`config.mk`:
```
export PLATFORM = sky130hd
export DESIGN_NAME = opc7_bus_ctrl_flat
export DESIGN_NICKNAME = d
export VERILOG_FILES = /design/src/rtl/opc7_bus_ctrl_pkg.sv /design/src/rtl/opc7_bus_ctrl_if.sv /design/src/rtl/opc7_bus_ctrl_wait_cnt.sv /design/src/rtl/opc7_bus_ctrl.sv /design/src/flat_wrapper.sv
export SDC_FILE = /design/constraint.sdc
export NUM_CORES = 1
export LEC_CHECK = 0
export CORE_ASPECT_RATIO = 1.2
export CORE_MARGIN = 8
export CORE_UTILIZATION = 38
export DETAILED_ROUTE_END_ITERATION = 10
export PLACE_DENSITY = 0.75
export SYNTH_ARGS = -nofsm -noshare
export SYNTH_HDL_FRONTEND = slang
export SYNTH_SLANG_ARGS = --single-unit
```
`constraint.sdc`:
```
create_clock -name clk -period 2.8 [get_ports clk]
set_input_delay 0.84 -clock clk [delete_from_list [all_inputs] [get_ports clk]]
set_output_delay 0.84 -clock clk [all_outputs]
set_load 0.005 [all_outputs]
```
`src/rtl/opc7_bus_ctrl_pkg.sv`:
```
// Shared types and constants for the opc7 downstream memory/IO bus controller.
// Holds the controller state encoding, the wait-counter width and the IO error fill word.
package opc7_bus_pkg;

    typedef enum logic [2:0] {
        IDLE = 3'd0,
        PH0  = 3'd1,
        PH1  = 3'd2,
        IO   = 3'd3,
        ACK  = 3'd4
    } bus_state_t;

    localparam int          MEM_WAIT_MIN = 1;
    localparam int          CNT_W        = 5;
    localparam logic [31:0] IO_ERR_FILL  = 32'hFFFF_FFFF;

    // Clamp an elaboration-time count into the 5-bit counter range.
    function automatic logic [CNT_W-1:0] cnt_sat(input int v);
        if (v <= 0) return '0;
        if (v >= (1 << CNT_W) - 1) return '1;
        return v[CNT_W-1:0];
    endfunction

endpackage

```
`src/rtl/opc7_bus_ctrl_if.sv`:
```
// CPU-side, SRAM-side and IO-side signals of the opc7 bus controller.
// master = the controller; slave = the CPU core together with the SRAM and IO targets.
interface opc7_bus_ctrl_if;

    logic [19:0] cpu_address;
    logic        cpu_rnw;
    logic        cpu_vpa;
    logic        cpu_vda;
    logic        cpu_vio;
    logic [31:0] cpu_dout;
    logic [31:0] cpu_din;
    logic        cpu_clken;

    logic [20:0] mem_addr;
    logic [15:0] mem_wdata;
    logic [15:0] mem_rdata;
    logic        mem_ce_b;
    logic        mem_oe_b;
    logic        mem_we_b;

    logic [7:0]  io_addr;
    logic [31:0] io_wdata;
    logic [31:0] io_rdata;
    logic        io_rd;
    logic        io_wr;
    logic        io_ready;
    logic        bus_err;

    modport master (
        input  cpu_address, cpu_rnw, cpu_vpa, cpu_vda, cpu_vio, cpu_dout,
        output cpu_din, cpu_clken,
        output mem_addr, mem_wdata, mem_ce_b, mem_oe_b, mem_we_b,
        input  mem_rdata,
        output io_addr, io_wdata, io_rd, io_wr, bus_err,
        input  io_rdata, io_ready
    );

    modport slave (
        output cpu_address, cpu_rnw, cpu_vpa, cpu_vda, cpu_vio, cpu_dout,
        input  cpu_din, cpu_clken,
        input  mem_addr, mem_wdata, mem_ce_b, mem_oe_b, mem_we_b,
        output mem_rdata,
        input  io_addr, io_wdata, io_rd, io_wr, bus_err,
        output io_rdata, io_ready
    );

endinterface

```
`src/rtl/opc7_bus_ctrl_wait_cnt.sv`:
```
// Loadable 5-bit down-counter with zero flag; times SRAM phases and IO timeouts.
// Holds at zero instead of wrapping.
module opc7_wait_cnt
    import opc7_bus_pkg::*;
(
    input  logic             clk,
    input  logic             reset,
    input  logic             load,
    input  logic [CNT_W-1:0] load_val,
    output logic             zero
);

    logic [CNT_W-1:0] cnt;

    always_ff @(posedge clk or posedge reset) begin
        if (reset) begin
            cnt <= '0;
        end else if (load) begin
            cnt <= load_val;
        end else if (cnt != '0) begin
            cnt <= cnt - 1'b1;
        end
    end

    assign zero = (cnt == '0);

endmodule

```
`src/rtl/opc7_bus_ctrl.sv`:
```
// opc7 downstream bus stage: splits 32-bit memory words into two 16-bit SRAM transfers,
// runs IO accesses with a ready/timeout handshake and stalls the CPU via cpu_clken.
module opc7_bus_ctrl
    import opc7_bus_pkg::*;
#(
    parameter int MEM_WAIT   = 1,
    parameter int IO_TIMEOUT = 15
) (
    input  logic           clk,
    input  logic           reset,
    opc7_bus_ctrl_if.master bus
);

    localparam int               MW_EFF  = (MEM_WAIT < MEM_WAIT_MIN) ? MEM_WAIT_MIN : MEM_WAIT;
    localparam logic [CNT_W-1:0] PH_LOAD = cnt_sat(MW_EFF);
    localparam logic [CNT_W-1:0] IO_LOAD = cnt_sat(IO_TIMEOUT - 1);

    bus_state_t       state;
    logic             req;
    logic             rnw_q;
    logic [15:0]      dout_hi_q;
    logic             cnt_load;
    logic [CNT_W-1:0] cnt_val;
    logic             cnt_zero;

    assign req = bus.cpu_vpa | bus.cpu_vda | bus.cpu_vio;

    // Stall only while a request is being served; idle cycles and reset run the core freely.
    assign bus.cpu_clken = reset | ((state == IDLE) & ~req) | (state == ACK);

    // The counter is reloaded whenever the state is about to change.
    always_comb begin
        cnt_load = 1'b0;
        cnt_val  = '0;
        unique case (state)
            IDLE: begin
                cnt_load = req;
                cnt_val  = bus.cpu_vio ? IO_LOAD : PH_LOAD;
            end
            PH0: begin
                cnt_load = cnt_zero;
                cnt_val  = PH_LOAD;
            end
            PH1:     cnt_load = cnt_zero;
            IO:      cnt_load = bus.io_ready | cnt_zero;
            ACK:     cnt_load = 1'b1;
            default: cnt_load = 1'b1;
        endcase
    end

    opc7_wait_cnt u_wait_cnt (
        .clk      (clk),
        .reset    (reset),
        .load     (cnt_load),
        .load_val (cnt_val),
        .zero     (cnt_zero)
    );

    always_ff @(posedge clk or posedge reset) begin
        if (reset) begin
            state        <= IDLE;
            rnw_q        <= 1'b1;
            bus.cpu_din  <= '0;
            bus.mem_ce_b <= 1'b1;
            bus.mem_oe_b <= 1'b1;
            bus.mem_we_b <= 1'b1;
            bus.io_rd    <= 1'b0;
            bus.io_wr    <= 1'b0;
            bus.bus_err  <= 1'b0;
        end else begin
            unique case (state)
                IDLE: begin
                    if (req) begin
                        rnw_q <= bus.cpu_rnw;
                        if (bus.cpu_vio) begin
                            state     <= IO;
                            bus.io_rd <= bus.cpu_rnw;
                            bus.io_wr <= ~bus.cpu_rnw;
                        end else begin
                            state        <= PH0;
                            bus.mem_ce_b <= 1'b0;
                            bus.mem_oe_b <= ~bus.cpu_rnw;
                            bus.mem_we_b <= 1'b1;
                        end
                    end
                end
                PH0: begin
                    if (cnt_zero) begin
                        state <= PH1;
                        if (rnw_q) begin
                            bus.cpu_din[15:0] <= bus.mem_rdata;
                        end else begin
                            // Writes deselect the SRAM for the PH1 setup cycle so the
                            // half-0 write cycle terminates before the address moves.
                            bus.mem_ce_b <= 1'b1;
                            bus.mem_we_b <= 1'b1;
                        end
                    end else begin
                        bus.mem_ce_b <= 1'b0;
                        bus.mem_we_b <= rnw_q;
                    end
                end
                PH1: begin
                    if (cnt_zero) begin
                        state        <= ACK;
                        bus.mem_ce_b <= 1'b1;
                        bus.mem_oe_b <= 1'b1;
                        bus.mem_we_b <= 1'b1;
                        if (rnw_q) bus.cpu_din[31:16] <= bus.mem_rdata;
                    end else begin
                        bus.mem_ce_b <= 1'b0;
                        bus.mem_we_b <= rnw_q;
                    end
                end
                IO: begin
                    if (bus.io_ready) begin
                        state       <= ACK;
                        bus.io_rd   <= 1'b0;
                        bus.io_wr   <= 1'b0;
                        bus.bus_err <= 1'b0;
                        if (rnw_q) bus.cpu_din <= bus.io_rdata;
                    end else if (cnt_zero) begin
                        state       <= ACK;
                        bus.io_rd   <= 1'b0;
                        bus.io_wr   <= 1'b0;
                        bus.bus_err <= 1'b1;
                        bus.cpu_din <= IO_ERR_FILL;
                    end
                end
                ACK: begin
                    state       <= IDLE;
                    bus.bus_err <= 1'b0;
                end
                default: state <= IDLE;
            endcase
        end
    end

    // Address and write-data path: latched at request, advanced to half 1 between phases.
    always_ff @(posedge clk) begin
        if (state == IDLE && req) begin
            bus.mem_addr  <= {bus.cpu_address, 1'b0};
            bus.mem_wdata <= bus.cpu_dout[15:0];
            dout_hi_q     <= bus.cpu_dout[31:16];
            bus.io_addr   <= bus.cpu_address[7:0];
            bus.io_wdata  <= bus.cpu_dout;
        end else if (state == PH0 && cnt_zero) begin
            bus.mem_addr  <= {bus.mem_addr[20:1], 1'b1};
            bus.mem_wdata <= dout_hi_q;
        end
    end

endmodule

```
`src/flat_wrapper.sv`:
```
// flat-port wrapper written by rule: the top's interface ports become plain ports
module opc7_bus_ctrl_flat import opc7_bus_pkg::*;
#(
    parameter int MEM_WAIT   = 1,
    parameter int IO_TIMEOUT = 15
)
  (clk, reset, bus_cpu_address, bus_cpu_rnw, bus_cpu_vpa, bus_cpu_vda, bus_cpu_vio, bus_cpu_dout, bus_cpu_din, bus_cpu_clken, bus_mem_addr, bus_mem_wdata, bus_mem_ce_b, bus_mem_oe_b, bus_mem_we_b, bus_mem_rdata, bus_io_addr, bus_io_wdata, bus_io_rd, bus_io_wr, bus_bus_err, bus_io_rdata, bus_io_ready);
  opc7_bus_ctrl_if bus_i ();
  input  logic clk;
  input  logic reset;
  input wire logic [$bits(bus_i.cpu_address)-1:0] bus_cpu_address;
  input wire logic [$bits(bus_i.cpu_rnw)-1:0] bus_cpu_rnw;
  input wire logic [$bits(bus_i.cpu_vpa)-1:0] bus_cpu_vpa;
  input wire logic [$bits(bus_i.cpu_vda)-1:0] bus_cpu_vda;
  input wire logic [$bits(bus_i.cpu_vio)-1:0] bus_cpu_vio;
  input wire logic [$bits(bus_i.cpu_dout)-1:0] bus_cpu_dout;
  output wire logic [$bits(bus_i.cpu_din)-1:0] bus_cpu_din;
  output wire logic [$bits(bus_i.cpu_clken)-1:0] bus_cpu_clken;
  output wire logic [$bits(bus_i.mem_addr)-1:0] bus_mem_addr;
  output wire logic [$bits(bus_i.mem_wdata)-1:0] bus_mem_wdata;
  output wire logic [$bits(bus_i.mem_ce_b)-1:0] bus_mem_ce_b;
  output wire logic [$bits(bus_i.mem_oe_b)-1:0] bus_mem_oe_b;
  output wire logic [$bits(bus_i.mem_we_b)-1:0] bus_mem_we_b;
  input wire logic [$bits(bus_i.mem_rdata)-1:0] bus_mem_rdata;
  output wire logic [$bits(bus_i.io_addr)-1:0] bus_io_addr;
  output wire logic [$bits(bus_i.io_wdata)-1:0] bus_io_wdata;
  output wire logic [$bits(bus_i.io_rd)-1:0] bus_io_rd;
  output wire logic [$bits(bus_i.io_wr)-1:0] bus_io_wr;
  output wire logic [$bits(bus_i.bus_err)-1:0] bus_bus_err;
  input wire logic [$bits(bus_i.io_rdata)-1:0] bus_io_rdata;
  input wire logic [$bits(bus_i.io_ready)-1:0] bus_io_ready;
  assign bus_i.cpu_address = bus_cpu_address;
  assign bus_i.cpu_rnw = bus_cpu_rnw;
  assign bus_i.cpu_vpa = bus_cpu_vpa;
  assign bus_i.cpu_vda = bus_cpu_vda;
  assign bus_i.cpu_vio = bus_cpu_vio;
  assign bus_i.cpu_dout = bus_cpu_dout;
  assign bus_cpu_din = bus_i.cpu_din;
  assign bus_cpu_clken = bus_i.cpu_clken;
  assign bus_mem_addr = bus_i.mem_addr;
  assign bus_mem_wdata = bus_i.mem_wdata;
  assign bus_mem_ce_b = bus_i.mem_ce_b;
  assign bus_mem_oe_b = bus_i.mem_oe_b;
  assign bus_mem_we_b = bus_i.mem_we_b;
  assign bus_i.mem_rdata = bus_mem_rdata;
  assign bus_io_addr = bus_i.io_addr;
  assign bus_io_wdata = bus_i.io_wdata;
  assign bus_io_rd = bus_i.io_rd;
  assign bus_io_wr = bus_i.io_wr;
  assign bus_bus_err = bus_i.bus_err;
  assign bus_i.io_rdata = bus_io_rdata;
  assign bus_i.io_ready = bus_io_ready;
  opc7_bus_ctrl #(.MEM_WAIT(MEM_WAIT), .IO_TIMEOUT(IO_TIMEOUT)) u_core (.clk(clk), .reset(reset), .bus(bus_i));
endmodule
```
# After elaboration in Yosys (flattened, before gate mapping)
# Index checks and enable logic that the tools add are counted.
# classes
addsub	1
n_eq_ne	14
mux	47
n_bitwise	8
reduce_logical	22
# op_table
operator	n
$mux W32	3
$mux W16	4
$pmux W16 S2	2
$mux W21	1
$mux W1	20
$reduce_bool A2 Y1	7
$mux W3	4
$pmux W3 S4	1
$reduce_and A4 Y1	3
$mux W5	2
$ne A2 B1 Y1 const B	5
$pmux W5 S2	1
$reduce_and A5 Y1	2
$pmux W1 S3	3
$pmux W1 S2	4
$eq A3 B2 Y1 const B	2
$ne A3 B2 Y1 const B	2
$reduce_and A2 Y1	3
$logic_not A5 Y1	1
$or A1 B1 Y1	5
$reduce_bool A5 Y1	1
$sub A5 B1 Y5 const B	1
$mux W4	1
$ne A2 B2 Y1 const B	2
10 further kinds	12
# totals
register_bits	140
in_bits	107
out_inout_bits	116
wordCells	109

# Longest topological paths before layout
# depth
depth_word	6
ltp_mapped	7
ltp_nobuf	6

# Hierarchy
# Synthesis repeated with hierarchy kept, for this count alone.
# hier_totals
cells_unflattened	367
hier_area_um2	5146.2
# by_module_without_submodules
module	n_inst	cells_per_inst	area_per_inst_um2	seq_area_each_um2
opc7_bus_ctrl	1	339	4863.4	3358.2
opc7_wait_cnt	1	28	282.8	125.1

# Worst setup path before layout
# Ideal clock, no wire load.
# synth_path
kind	input port to flip-flop
start	in bus_cpu_vio
end	reg u_core.bus.mem_wdata[0], enable pin
setup_time_ps	372
arrival_time_ps	2654
required_time_ps	2428
setup_slack_ps	-225
cell_stages	6
path_buffers	2
cell_sequence	or3_1 and2_0 clkbuf_1 buf_2 inv_1 nand2_1
# synth_via
elab_chain_cells	3
# synth_lines
item	line	source
start: declaration	flat_wrapper.sv:15	input wire logic [$bits(bus_i.cpu_vio)-1:0] bus_cpu_vio;
$or A1 B1 Y1	opc7_bus_ctrl.sv:26	assign req = bus.cpu_vpa | bus.cpu_vda | bus.cpu_vio;
$logic_and A1 B1 Y1	opc7_bus_ctrl.sv:141	if (state == IDLE && req) begin
$reduce_bool A2 Y1 (no line)	n/a	
end signal: assignment	opc7_bus_ctrl.sv:143	bus.mem_wdata <= bus.cpu_dout[15:0];
end signal: assignment	opc7_bus_ctrl.sv:149	bus.mem_wdata <= dout_hi_q;
end: declaration	opc7_bus_ctrl_if.sv:32	output mem_addr, mem_wdata, mem_ce_b, mem_oe_b, mem_we_b,
# Every way passes these cells.
# A chain may end at the register's enable or synchronous reset.

# Worst setup path after layout
# layout_path
start	in bus_cpu_vpa
end	out bus_cpu_clken
# layout_via
elab_chain_cells	6
# layout_lines
item	line	source
start: declaration	flat_wrapper.sv:13	input wire logic [$bits(bus_i.cpu_vpa)-1:0] bus_cpu_vpa;
$or A1 B1 Y1 (2 in series)	opc7_bus_ctrl.sv:26	
$not A1 Y1	opc7_bus_ctrl.sv:29	assign bus.cpu_clken = reset | ((state == IDLE) & ~req) | (state == ACK);
$and A1 B1 Y1	opc7_bus_ctrl.sv:29	
$or A1 B1 Y1 (2 in series)	opc7_bus_ctrl.sv:29	
end: declaration	flat_wrapper.sv:18	output wire logic [$bits(bus_i.cpu_clken)-1:0] bus_cpu_clken;
# Every way passes these cells.

==> results.sh <==
export IMPL_status="finished clean"
export IMPL_synth_fp_nets=471
export IMPL_routed_via_density=4.905
export IMPL_p_per_area_nw_per_um2=1149
export IMPL_die_area_um2=17280
export IMPL_worstHoldPathCells=2
export IMPL_drt_pre_antenna_iters=4
export IMPL_clk_pin_slew_ps=60
export IMPL_fp_row_count=46
export IMPL_fp_dieW_um=121.4
export IMPL_final_core_util_pct=63.27
export IMPL_rsz0062_at_grt="false"
export IMPL_r2r_end="u_core.u_wait_cnt.cnt[0]$_DFFE_PP0P_"
export IMPL_drc=0
export IMPL_fin_crit_sh_pct=96.76
export IMPL_grt_start_max_net_pins=48
export IMPL_h_tree_depth=4
export IMPL_drt_total_wl_um=15050
export IMPL_cp_max_fo=2
export IMPL_crit_arrival_ps=1870
export IMPL_timing_reg2reg_setup_slack_ps=240
export IMPL_grtUsageTotal_pct=17.25
export IMPL_power_mw=9.544
export IMPL_setup_viol=0
export IMPL_clock_sinks=124
export IMPL_whs_ps=477.7
export IMPL_endpoint_kind="output pin"
export IMPL_tns_ps=0
export IMPL_hold_start="u_core.bus.mem_ce_b$_DFFE_PP1P_"
export IMPL_rr_startpoint="u_core.state[0]$_DFFE_PP0P_"
export IMPL_hpwl_um=11350
export IMPL_critical_path_class="in -> out"
export IMPL_fmaxAchievable_mhz=369.1
export IMPL_grt_pass1_vias=4308
export IMPL_antenna_found_initial=0
export IMPL_start_kind="input port"
export IMPL_leakagePower_nw=3.297
export IMPL_grt_pass1_wl_um=23140
export IMPL_p_clk_share_pct=23.5
export IMPL_hold_violations=0
export IMPL_period_needed_ps=2709
export IMPL_drive_above_1_share_pct=16.24
export IMPL_drt_iter0_drc=282
export IMPL_clock_latency_ps=400
export IMPL_vias=3904
export IMPL_grt_remaining_overflow=0
export IMPL_ys_seq_elements=124
export IMPL_cts_tree="built"
export IMPL_synth_seq_area_share_pct=68.83
export IMPL_p_comb_share_pct=41.7
export IMPL_min_path_type="reg -> reg"
export IMPL_tightest_slew_ps=602.8
export IMPL_area_growth_pct=64.05
export IMPL_initial_core_util_pct=38.57
export IMPL_max_cap_viol_count=0
export IMPL_coreArea_um2=13120
export IMPL_relSlewSlack_pct=59.81
export IMPL_slew_violations=0
export IMPL_synth_flop_cell="edfxtp_1"
export IMPL_synthCells=363
export IMPL_cts_path_max_buffers=2
export IMPL_gp_congestion=0.7767
export IMPL_whs_endpoint="u_core.bus.mem_ce_b$_DFFE_PP1P_"
export IMPL_portBuffers=222
export IMPL_synth_warnings=0
export IMPL_switching_share_pct=29.99
export IMPL_ys_types=45
export IMPL_io_pins=223
export IMPL_layout_nets=723
export IMPL_yosys_area_top_type="edfxtp_1"
export IMPL_synth_top_area_share_pct=45.09
export IMPL_cp_required_ps=1960
export IMPL_max_vdd_ir_drop_v=0.0004520
export IMPL_fin_skew_ps=12.00
export IMPL_reg2reg_depth=16
export IMPL_ant_nets=0
export IMPL_p_int_mw=6.682
export IMPL_clockRootBuffer="clkbuf_16"
export IMPL_final_cell_area_um2=8303
export IMPL_cts_hold_buf=0
export IMPL_yosys_top_cells_area="edfxtp_1 45%, dfrtp_1 21%, mux2i_1 6.5%"
export IMPL_post_drt_wl_per_cell_um=18.91
export IMPL_power_switching_mw=2.862
export IMPL_power_frac_seq_pct=34.8
export IMPL_placed_area_um2=7617
export IMPL_syn_area_per_cell_um2=13.94
export IMPL_netlist_area_um2=5061
export IMPL_die_h_um=142.4
export IMPL_crit_start="bus_cpu_vpa"
export IMPL_num_antenna_cells=0
export IMPL_cts_buffers_inserted=17
export IMPL_synth_async_reset_ratio_pct=37.90
export IMPL_synth_edf_count=76
-- repair_timing --
action / 4_1_cts / 5_1_grt
setup endpoints to repair: 1 / 1
resized for setup: 20 / 1
setup buffers: 10 / 0
pin swaps: 4 / 1
gates cloned: 0 / 0
-- routing by layer --
metal | global-route usage, % | routed length [um] | up-vias
li1 | - | - | 1837
met1 | 19.15 | 5774 | 1873
met2 | 29.24 | 7591 | 186
met3 | 7.225 | 1573 | 8
met4 | 5.465 | 114 | 0
met5 | 0 | 0 | -
-- registers in the layout (all words and copies together) (netlist names), 3 cells and up --
register and cells:
u_core.dout_hi_q 15, u_core.u_wait_cnt.cnt 5, u_core.bus.mem_addr 21, u_core.bus.io_addr 8, u_core.state 3, u_core.bus.cpu_din 32
u_core.bus.mem_wdata 16, u_core.bus.io_wdata 17
-- cells in the mapped netlist (all sizes together), types with 2 or more instances --
library cell,instances
a21oi,11
a22o,2
a31oi,2
and3,21
buf,7
clkbuf,15
dfrtp,43
dfstp,4
edfxtp,76
inv,38
mux2,17
mux2i,33
nand2,10
nand2b,3
nand3,4
nor2,8
nor3,6
o21ai,9
o22ai,32
or3,2
xnor2,3
-- cell type report --
| cell class | count | area [um^2] |
|---|---|---|
| inverter | 38 | 146.4 |
| tap | 168 | 210.2 |
| clock buffer | 18 | 429.2 |
| sequential | 124 | 3483 |
| fill | 1006 | 4820 |
| clock inverter | 14 | 182.7 |
| multi-input combinational | 179 | 1346 |
| timing repair buffer | 255 | 2505 |
-- critical path: stages --
cell and delay (ps):
buf_6 90, or3_4 380, a21oi_2 150, nor2_1 70, o31ai_2 180, buf_2 160
-- worst max path at each step --
| stage | cells after the start | slack, ps | endpoint |
|---|---|---|---|
| after floorplan | 6 | 130 | u_core.bus.mem_wdata[0]$_DFFE_PP_ |
| after global placement | 6 | -680 | bus_cpu_clken |
| after detailed placement | 6 | -780 | bus_cpu_clken |
| after CTS | 6 | 10 | bus_cpu_clken |
| after global routing | 6 | 50 | bus_cpu_clken |
| final | 6 | 90 | bus_cpu_clken |
-- cell usage in the layout (no fill, tap or decap), types with 2 or more instances in the layout --
cell	count
o22ai_1	32
a21oi_1	9
nand3_1	4
clkinvlp_4	3
bufinv_16	3
nand2_1	10
clkbuf_16	17
inv_6	6
buf_4	29
mux2_2	17
nor2_1	8
nand2b_1	3
dfrtp_1	43
and3_1	21
edfxtp_1	76
xnor2_1	3
or3_4	2
buf_2	3
clkdlybuf4s50_1	217
dfstp_2	4
inv_1	37
o21ai_0	8
a22o_1	2
nor3_1	5
buf_12	4
a31oi_1	2
mux2i_1	33
-- cells by family after synthesis --
kind of cell	after synthesis	share of synthesized area, %
adders and majority gates	1	0.2472
buffers and inverters	60	4.994
xor gates and xnor gates	3	0.5193
AOI/OAI and AO/OA	64	8.159
and+or+nand+nor	61	6.947
muxes	50	10.31
DFF	124	68.83
-- stage by stage --
step	worst slack, ps	cells
after global placement	-675.3	754
after detailed placement	-783.7	754
after CTS	11.04	796
after floorplan	128.9	363
after global routing	48.10	796
final	90.74	796
-- power groups by stage --
stage          logic [mW]  registers (mW)  clock network [mW]
2_1_floorplan        1.53            3.38                   0
3_3_place_gp         3.73            3.33                   0
3_5_place_dp         3.82            3.35                   0
4_1_cts              4.01            3.33                2.29
5_1_grt              4.32            3.41                2.37
6_report             3.98            3.32                2.24
No activity file was read; power rests on OpenSTA's default activity.
